**src/rtl/tim_capture_arb.sv**
```systemverilog
// Timestamp timer arbiter: grants one client, captures the timer, reads 4 bytes.
// Define TSARB_FIXED_PRIO_EN for fixed priority (req[0] highest) instead of round-robin.
module tim_capture_arb #(
    parameter int NREQ = 4
) (
    input  logic            clk,
    input  logic            reset_n,
    input  logic [NREQ-1:0] req,
    output logic [NREQ-1:0] ack,
    output logic [31:0]     timestamp,
    output logic [2:0]      gnt_id,
    output logic            busy,
    output logic            tim_cs_n,
    output logic            tim_rd_n,
    output logic            tim_wr_n,
    output logic [2:0]      tim_addr,
    output logic [7:0]      tim_wdata,
    input  logic [7:0]      tim_rdata
);

    localparam logic [2:0] IDLE = 3'd0;
    localparam logic [2:0] CAP  = 3'd1;
    localparam logic [2:0] RD0  = 3'd2;
    localparam logic [2:0] RD1  = 3'd3;
    localparam logic [2:0] RD2  = 3'd4;
    localparam logic [2:0] RD3  = 3'd5;
    localparam logic [2:0] DONE = 3'd6;

    logic [2:0] state;
    logic [2:0] state_nxt;
    logic [2:0] winner;
    logic       any_req;

    assign any_req = |req;

`ifdef TSARB_FIXED_PRIO_EN
    // Lowest set index wins.
    always_comb begin
        winner = 3'd0;
        for (int i = NREQ - 1; i >= 0; i--) begin
            if (req[i]) winner = 3'(i);
        end
    end
`else
    logic [2:0]        rr_ptr;
    logic [2*NREQ-1:0] req2;

    assign req2 = {req, req};

    // First set request strictly after rr_ptr, wrapping through the doubled vector.
    always_comb begin
        winner = rr_ptr;
        for (int j = 2 * NREQ - 1; j >= 0; j--) begin
            if (req2[j] && (j > int'(rr_ptr)) && (j <= int'(rr_ptr) + NREQ))
                winner = 3'(j % NREQ);
        end
    end

    // Round-robin pointer follows each grant; starts so that req[0] goes first.
    always_ff @(posedge clk or negedge reset_n) begin
        if (!reset_n)
            rr_ptr <= 3'(NREQ - 1);
        else if (state == IDLE && any_req)
            rr_ptr <= winner;
    end
`endif

    // Fixed capture/read sequence; requests are only looked at in IDLE.
    always_comb begin
        state_nxt = state;
        case (state)
            IDLE:    if (any_req) state_nxt = CAP;
            CAP:     state_nxt = RD0;
            RD0:     state_nxt = RD1;
            RD1:     state_nxt = RD2;
            RD2:     state_nxt = RD3;
            RD3:     state_nxt = DONE;
            DONE:    state_nxt = IDLE;
            default: state_nxt = IDLE;
        endcase
    end

    // State register.
    always_ff @(posedge clk or negedge reset_n) begin
        if (!reset_n)
            state <= IDLE;
        else
            state <= state_nxt;
    end

    // Latch the served client when leaving IDLE.
    always_ff @(posedge clk or negedge reset_n) begin
        if (!reset_n)
            gnt_id <= 3'd0;
        else if (state == IDLE && any_req)
            gnt_id <= winner;
    end

    // Assemble the captured count one byte per read state, LSB first.
    always_ff @(posedge clk or negedge reset_n) begin
        if (!reset_n) begin
            timestamp <= 32'd0;
        end else begin
            case (state)
                RD0:     timestamp[7:0]   <= tim_rdata;
                RD1:     timestamp[15:8]  <= tim_rdata;
                RD2:     timestamp[23:16] <= tim_rdata;
                RD3:     timestamp[31:24] <= tim_rdata;
                default: timestamp <= timestamp;
            endcase
        end
    end

    // Bus strobes decoded from registered state only.
    always_comb begin
        tim_cs_n = 1'b1;
        tim_rd_n = 1'b1;
        tim_wr_n = 1'b1;
        tim_addr = 3'd0;
        case (state)
            CAP: begin
                tim_cs_n = 1'b0;
                tim_wr_n = 1'b0;
                tim_addr = 3'd4;
            end
            RD0, RD1, RD2, RD3: begin
                tim_cs_n = 1'b0;
                tim_rd_n = 1'b0;
                tim_addr = state - RD0;
            end
            default: begin
                tim_cs_n = 1'b1;
            end
        endcase
    end

    // One-hot acknowledge to the served client in DONE.
    always_comb begin
        ack = '0;
        for (int i = 0; i < NREQ; i++) begin
            ack[i] = (state == DONE) && (gnt_id == 3'(i));
        end
    end

    assign busy      = (state != IDLE);
    assign tim_wdata = 8'h00;

endmodule

```
**config.mk**
```make
export PLATFORM = sky130hd
export DESIGN_NAME = tim_capture_arb
export DESIGN_NICKNAME = d
export VERILOG_FILES = /design/src/rtl/tim_capture_arb.sv
export SDC_FILE = /design/constraint.sdc
export NUM_CORES = 1
export LEC_CHECK = 0
export ABC_AREA = 1
export BUFFER_PORTS_ARGS = -buffer_cell sky130_fd_sc_hd__buf_2
export CORE_AREA = 2 2 85 87
export DETAILED_ROUTE_END_ITERATION = 12
export DIE_AREA = 0 0 87 89
export SETUP_SLACK_MARGIN = 0.3
export SYNTH_ARGS = -nofsm -noshare
export SYNTH_HDL_FRONTEND = slang
export SYNTH_SLANG_ARGS = --single-unit
```
**constraint.sdc**
```tcl
create_clock -name clk -period 2.5 [get_ports clk]
set_input_delay 0.5 -clock clk [delete_from_list [all_inputs] [get_ports clk]]
set_output_delay 0.5 -clock clk [all_outputs]
set_load 0.01 [all_outputs]
```
# After elaboration in Yosys (flattened, before gate mapping)
# Cells that the tools add are included.
[totals] input_bits=14 out_inout_bits=54 wordCells=71 ff_bits=41
[classes] reduce_logical=25 n_eq_ne=10 muxes=13 add_sub_neg=2 order_cmp=14
[ops] op="$le A4 B32 Y1 const A" count=4
[ops] op="$le A3 B32 Y1 const A" count=2
[ops] op="$le A2 B32 Y1 const A" count=1
[ops] op="$mux W3" count=8
[ops] op="$logic_and A1 B1 Y1" count=19
[ops] op="$pmux W3 S6" count=1
[ops] op="$eq A3 B2 Y1 const B" count=4
[ops] op="$gt A3 B3 Y1 const A" count=4
[ops] op="$eq A3 B3 Y1 const B" count=3
[ops] op="$reduce_or A4 Y1" count=2
[ops] op="$eq A3 B1 Y1 const B" count=2
[ops] op="$gt A2 B3 Y1 const A" count=2
[ops] op="$logic_not A3 Y1" count=2
[ops] op="$pmux W3 S2" count=1
[ops] op="$reduce_or A5 Y1" count=1
[ops] op="$add A3 B3 Y4 const B" count=1
[ops] op="$gt A1 B3 Y1 const A" count=1
[ops] op="$mux W1" count=3
[ops] op="$reduce_bool A3 Y1" count=1
[ops] op="$sub A3 B2 Y3 const B" count=1
[ops] op="$ne A2 B2 Y1 const B" count=1

# Logic depth before layout (Yosys ltp)
[depth] ltp_word=10 depth_mapped=9 ltp_nobuf=9

# Worst setup path before layout
# Ideal clock, no wire load.
[synth_timing] path_type="reg2out" from="reg state[1]" to="out tim_addr[0]" arrival_time_ns=1.256 t_required_ns=2.000 stages_incl_launch_ff=6 path_buffers=0 path_slack_ns=0.744 cell_sequence="dfrtp_1 or2_1 nor2_1 inv_1 nand3_2 nor2_1"
[synth_between] elab_chain_cells=3 word_cells_on_any_way=7 classes_between="eq/ne (5); mux (1); reduce/logical (1)"
[synth_lines] item="start: declaration" line="29" rtl="logic [2:0] state;"
[synth_lines] item="start signal: assignment" line="88" rtl="state <= state_nxt;"
[synth_lines] item="$eq A3 B3 Y1 or $eq A3 B2 Y1 (tied branches)" line="120" rtl="case (state)"
[synth_lines] item="$reduce_or A4 Y1" line="120"
[synth_lines] item="$pmux W3 S2 (*)" line="120"
[synth_lines] item="end: declaration" line="16" rtl="output logic [2:0] tim_addr,"
# Mark *: on every way between the ends. The rest lies on a longest branch, timed or not.

# Worst setup path after layout
# Ends and elaborated chain as after synthesis.

==> impl_results.rst <==
.. list-table::
   :header-rows: 1

   * - Metric
     - Value
   * - Maximum level of the CTS H-tree
     - 2
   * - Register-to-register setup slack
     - 1.01 ns
   * - Power Density
     - 1340 nW/µm²
   * - Sum of negative setup slack
     - 0 ns
   * - Die boundary height
     - 89 µm
   * - Top cell type by total area after synthesis
     - sky130_fd_sc_hd__dfrtp_1
   * - Diodes inserted
     - 0
   * - Number of synthesis warnings
     - 0
   * - Count of maximum capacitance violations
     - 0
   * - Clock latency of the later-clocked register in the worst-skew pair
     - 0.29 ns
   * - Remaining number of nets flagged by the antenna check after routing
     - 0
   * - Arr. time, crit path
     - 1.52 ns
   * - Routed wire length per instance
     - 11.7 µm
   * - Iter 0 DRT Violations
     - 55
   * - Setup-failing EPs final
     - 0
   * - RR Endpoint
     - timestamp[13]
   * - DRC violation count after routing
     - 0
   * - Worst Setup End Kind
     - primary output
   * - Mapped Avg Cell Area
     - 9.10 µm²
   * - Top post-synthesis cells by area
     - sky130_fd_sc_hd__dfrtp_1 (55%), sky130_fd_sc_hd__nand2_1 (11%), sky130_fd_sc_hd__o21ai_0 (8.4%)
   * - All-Layer GR Usage
     - 0.106
   * - Count of input and output buffers
     - 58
   * - Crit-path max cell delay
     - 0.45 ns
   * - Hold WS
     - 0.325 ns
   * - List of cells traversed by the critical path
     - or2_1 > nor2_1 > inv_1 > nand3_2 > nor2_1 > buf_2
   * - Slew Limit Headroom
     - 0.420
   * - Post-detailed-placement cell area
     - 2000 µm²
   * - FP Rows
     - 30
   * - Wire length of the first global-routing pass
     - 6290 µm
   * - Required @ worst endpoint
     - 2.00 ns
   * - Bufs on Longest Clock Path
     - 2
   * - Maximum fanout along the worst path
     - 8
   * - Yosys reg bits
     - 39
   * - Pin count of the biggest net entering global routing
     - 40
   * - Cell variety after synth
     - 20
   * - Number of sinks on the clock net
     - 39
   * - Setup WS post-layout
     - 0.476 ns
   * - Post-cts hold buffer count
     - 0
   * - Family of cells with the greatest summed delay on the critical path
     - simple AND/OR/NAND/NOR gates
   * - Most frequent standard cell in the layout excluding fill and tap cells
     - sky130_fd_sc_hd__buf_2
   * - Number of buffers created by CTS
     - 5
   * - Static leakage
     - 1.14 nW
   * - Sum of overflow across all layers after global routing
     - 0
   * - Postcts setup bufs
     - 0
   * - Status
     - complete, no violations
   * - Initial antenna violation count
     - 0
   * - Slew at the pin closest to its max-slew limit
     - 0.870 ns
   * - Path depth of the worst reg2reg path
     - 3
   * - Commonest cells after routing, fill and taps aside
     - sky130_fd_sc_hd__buf_2 (58), sky130_fd_sc_hd__nand2_1 (50), sky130_fd_sc_hd__dfrtp_1 (37)
   * - Fraction of post-synthesis cell area in the top cell type by area
     - 0.553
   * - Final design area excluding fillers
     - 2100 µm²
   * - Vias in the first global route
     - 1,264
   * - Cell type of the slowest stage on the worst timing path
     - sky130_fd_sc_hd__dfrtp_1
   * - RD Place Congestion
     - 0.796
   * - Post-route clock skew
     - 0.00332 ns
   * - Type of the worst setup path
     - register to primary output
   * - Number of gates resized after CTS
     - 0
   * - Buffers plus inverters on the worst setup path
     - 2
   * - Floorplan die area
     - 7740 µm²
   * - Clock tree from TritonCTS
     - built
   * - Period Utilization, post-route
     - 0.810
   * - Half-perimeter wire length after placement
     - 2880 µm
   * - Final-stage net count
     - 258
   * - VDD IR-drop max
     - 0.402 mV
   * - Effective utilization at floorplan
     - 0.249
   * - Final cell count without fillers
     - 325
   * - Hold crit path type
     - primary input to async pin
   * - Clock input transition at the sequential cells of the worst setup and hold paths
     - 0.07 ns
   * - Most Frequent Cell on Critical Path
     - sky130_fd_sc_hd__nor2_1
   * - Sequential area share after synthesis
     - 0.584
   * - Clock Root Buffer
     - sky130_fd_sc_hd__clkbuf_8
   * - Timing-limited maximum frequency
     - 0.494 GHz
   * - Horiz. Die Dim
     - 87 µm
   * - Final slew viol count
     - 0
   * - Number of optimization iterations in the first detailed-route pass
     - 4
   * - Standard cell core area
     - 6720 µm²
   * - Area grow syn2layout
     - 25.5%
   * - Placed cell count
     - 317
   * - Startpoint Class
     - register
   * - Min cycle time layout
     - 2.02 ns
   * - Total wire length after detailed routing
     - 3810 µm
   * - Layout cell share with drive strength beyond 1
     - 0.327
   * - Startpoint of the most critical register-to-register path
     - state[2]
   * - Via/cell ratio
     - 4.11
   * - Place WS
     - 0.790 ns
   * - Filler Cells Inserted
     - 711
   * - Total count of hold-check failures in the final report
     - 0
   * - Post-synth design cell area
     - 1670 µm²
   * - Via count
     - 1,336
   * - Post-synthesis instance total
     - 184
   * - I/O Pins
     - 68
   * - Setup repair after global routing missed its margin
     - no
[area by class of cell]
| class | instances | area, µm² | share of cell area |
|---|---|---|---|
| Sequential cell | 39 | 978 | 0.466 |
| Multi-Input combinational cell | 120 | 557 | 0.265 |
| Timing Repair Buffer | 58 | 290 | 0.138 |
| Clock buffer | 8 | 100 | 0.0476 |
| Tap cell | 80 | 100 | 0.0476 |
| Inverter | 20 | 75.1 | 0.0357 |
[metal layers]
metal | vias up | global-route usage | part of all wire
met1 | 595 | 0.129 | 0.45
met3 | 5 | 0.0462 | 0.088
met5 | - | 0 | 0
met2 | 52 | 0.173 | 0.45
met4 | 0 | 0.0298 | 0.012
li1 | 684 | - | -
[metrics by stage]
step	power [mW]	utilization
floorplan	1.90	-
global placement	2.36	0.298
detailed placement	2.39	0.298
CTS	2.86	0.313
global route	3.09	0.313
finish	2.81	0.313
[report_power, final]
group | switching, mW | internal [mW] | total, mW | leakage, nW
registers | 0.188 | 0.959 | 1.15 | 0.475
clock network | 0.211 | 0.252 | 0.462 | 0.0515
logic | 0.733 | 0.467 | 1.20 | 0.613
total | 1.13 | 1.68 | 2.81 | 1.14
[Yosys cell counts]
master / n
sky130_fd_sc_hd__nor3_1: 6
sky130_fd_sc_hd__nand2_2: 1
sky130_fd_sc_hd__or2_1: 1
sky130_fd_sc_hd__o21ai_0: 28
sky130_fd_sc_hd__buf_2: 2
sky130_fd_sc_hd__buf_4: 9
sky130_fd_sc_hd__nand3_1: 6
sky130_fd_sc_hd__buf_6: 1
sky130_fd_sc_hd__conb_1: 1
sky130_fd_sc_hd__nand2_1: 50
sky130_fd_sc_hd__nor2_2: 1
sky130_fd_sc_hd__nand3_2: 1
sky130_fd_sc_hd__a21oi_1: 2
sky130_fd_sc_hd__o21ai_2: 8
sky130_fd_sc_hd__dfstp_2: 2
sky130_fd_sc_hd__nor2_1: 7
sky130_fd_sc_hd__dfrtp_1: 37
sky130_fd_sc_hd__clkbuf_2: 1
sky130_fd_sc_hd__inv_1: 18
sky130_fd_sc_hd__inv_2: 2
[cell families after synthesis]
family / after synthesis / share of synthesized area
AND/OR/NAND/NOR: 73 / 0.181
flip-flops: 39 / 0.584
AO/OA/AOI/OAI: 38 / 0.132
buffers and inverters: 33 / 0.101
other: 1 / 0.00224
[state kept, by name, summed over array words and instances, names as in the netlist]
name / count
gnt_id: 2
state: 3
rr_ptr: 2
timestamp: 32
[worst max path at each step]
| stage | from | end | slack [ns] | depth (start not counted) |
|---|---|---|---|---|
| 2_1_floorplan | state[1] | tim_addr[0] | 0.74 | 5 |
| 3_3_place_gp | state[1] | tim_addr[0] | 0.86 | 6 |
| 3_5_place_dp | state[1] | tim_addr[0] | 0.79 | 6 |
| 4_1_cts | state[1] | tim_addr[0] | 0.46 | 6 |
| 5_1_grt | state[0] | tim_addr[0] | 0.32 | 7 |
| 6_report | state[1] | tim_addr[0] | 0.48 | 6 |
Power figures use the tool's default switching activity.
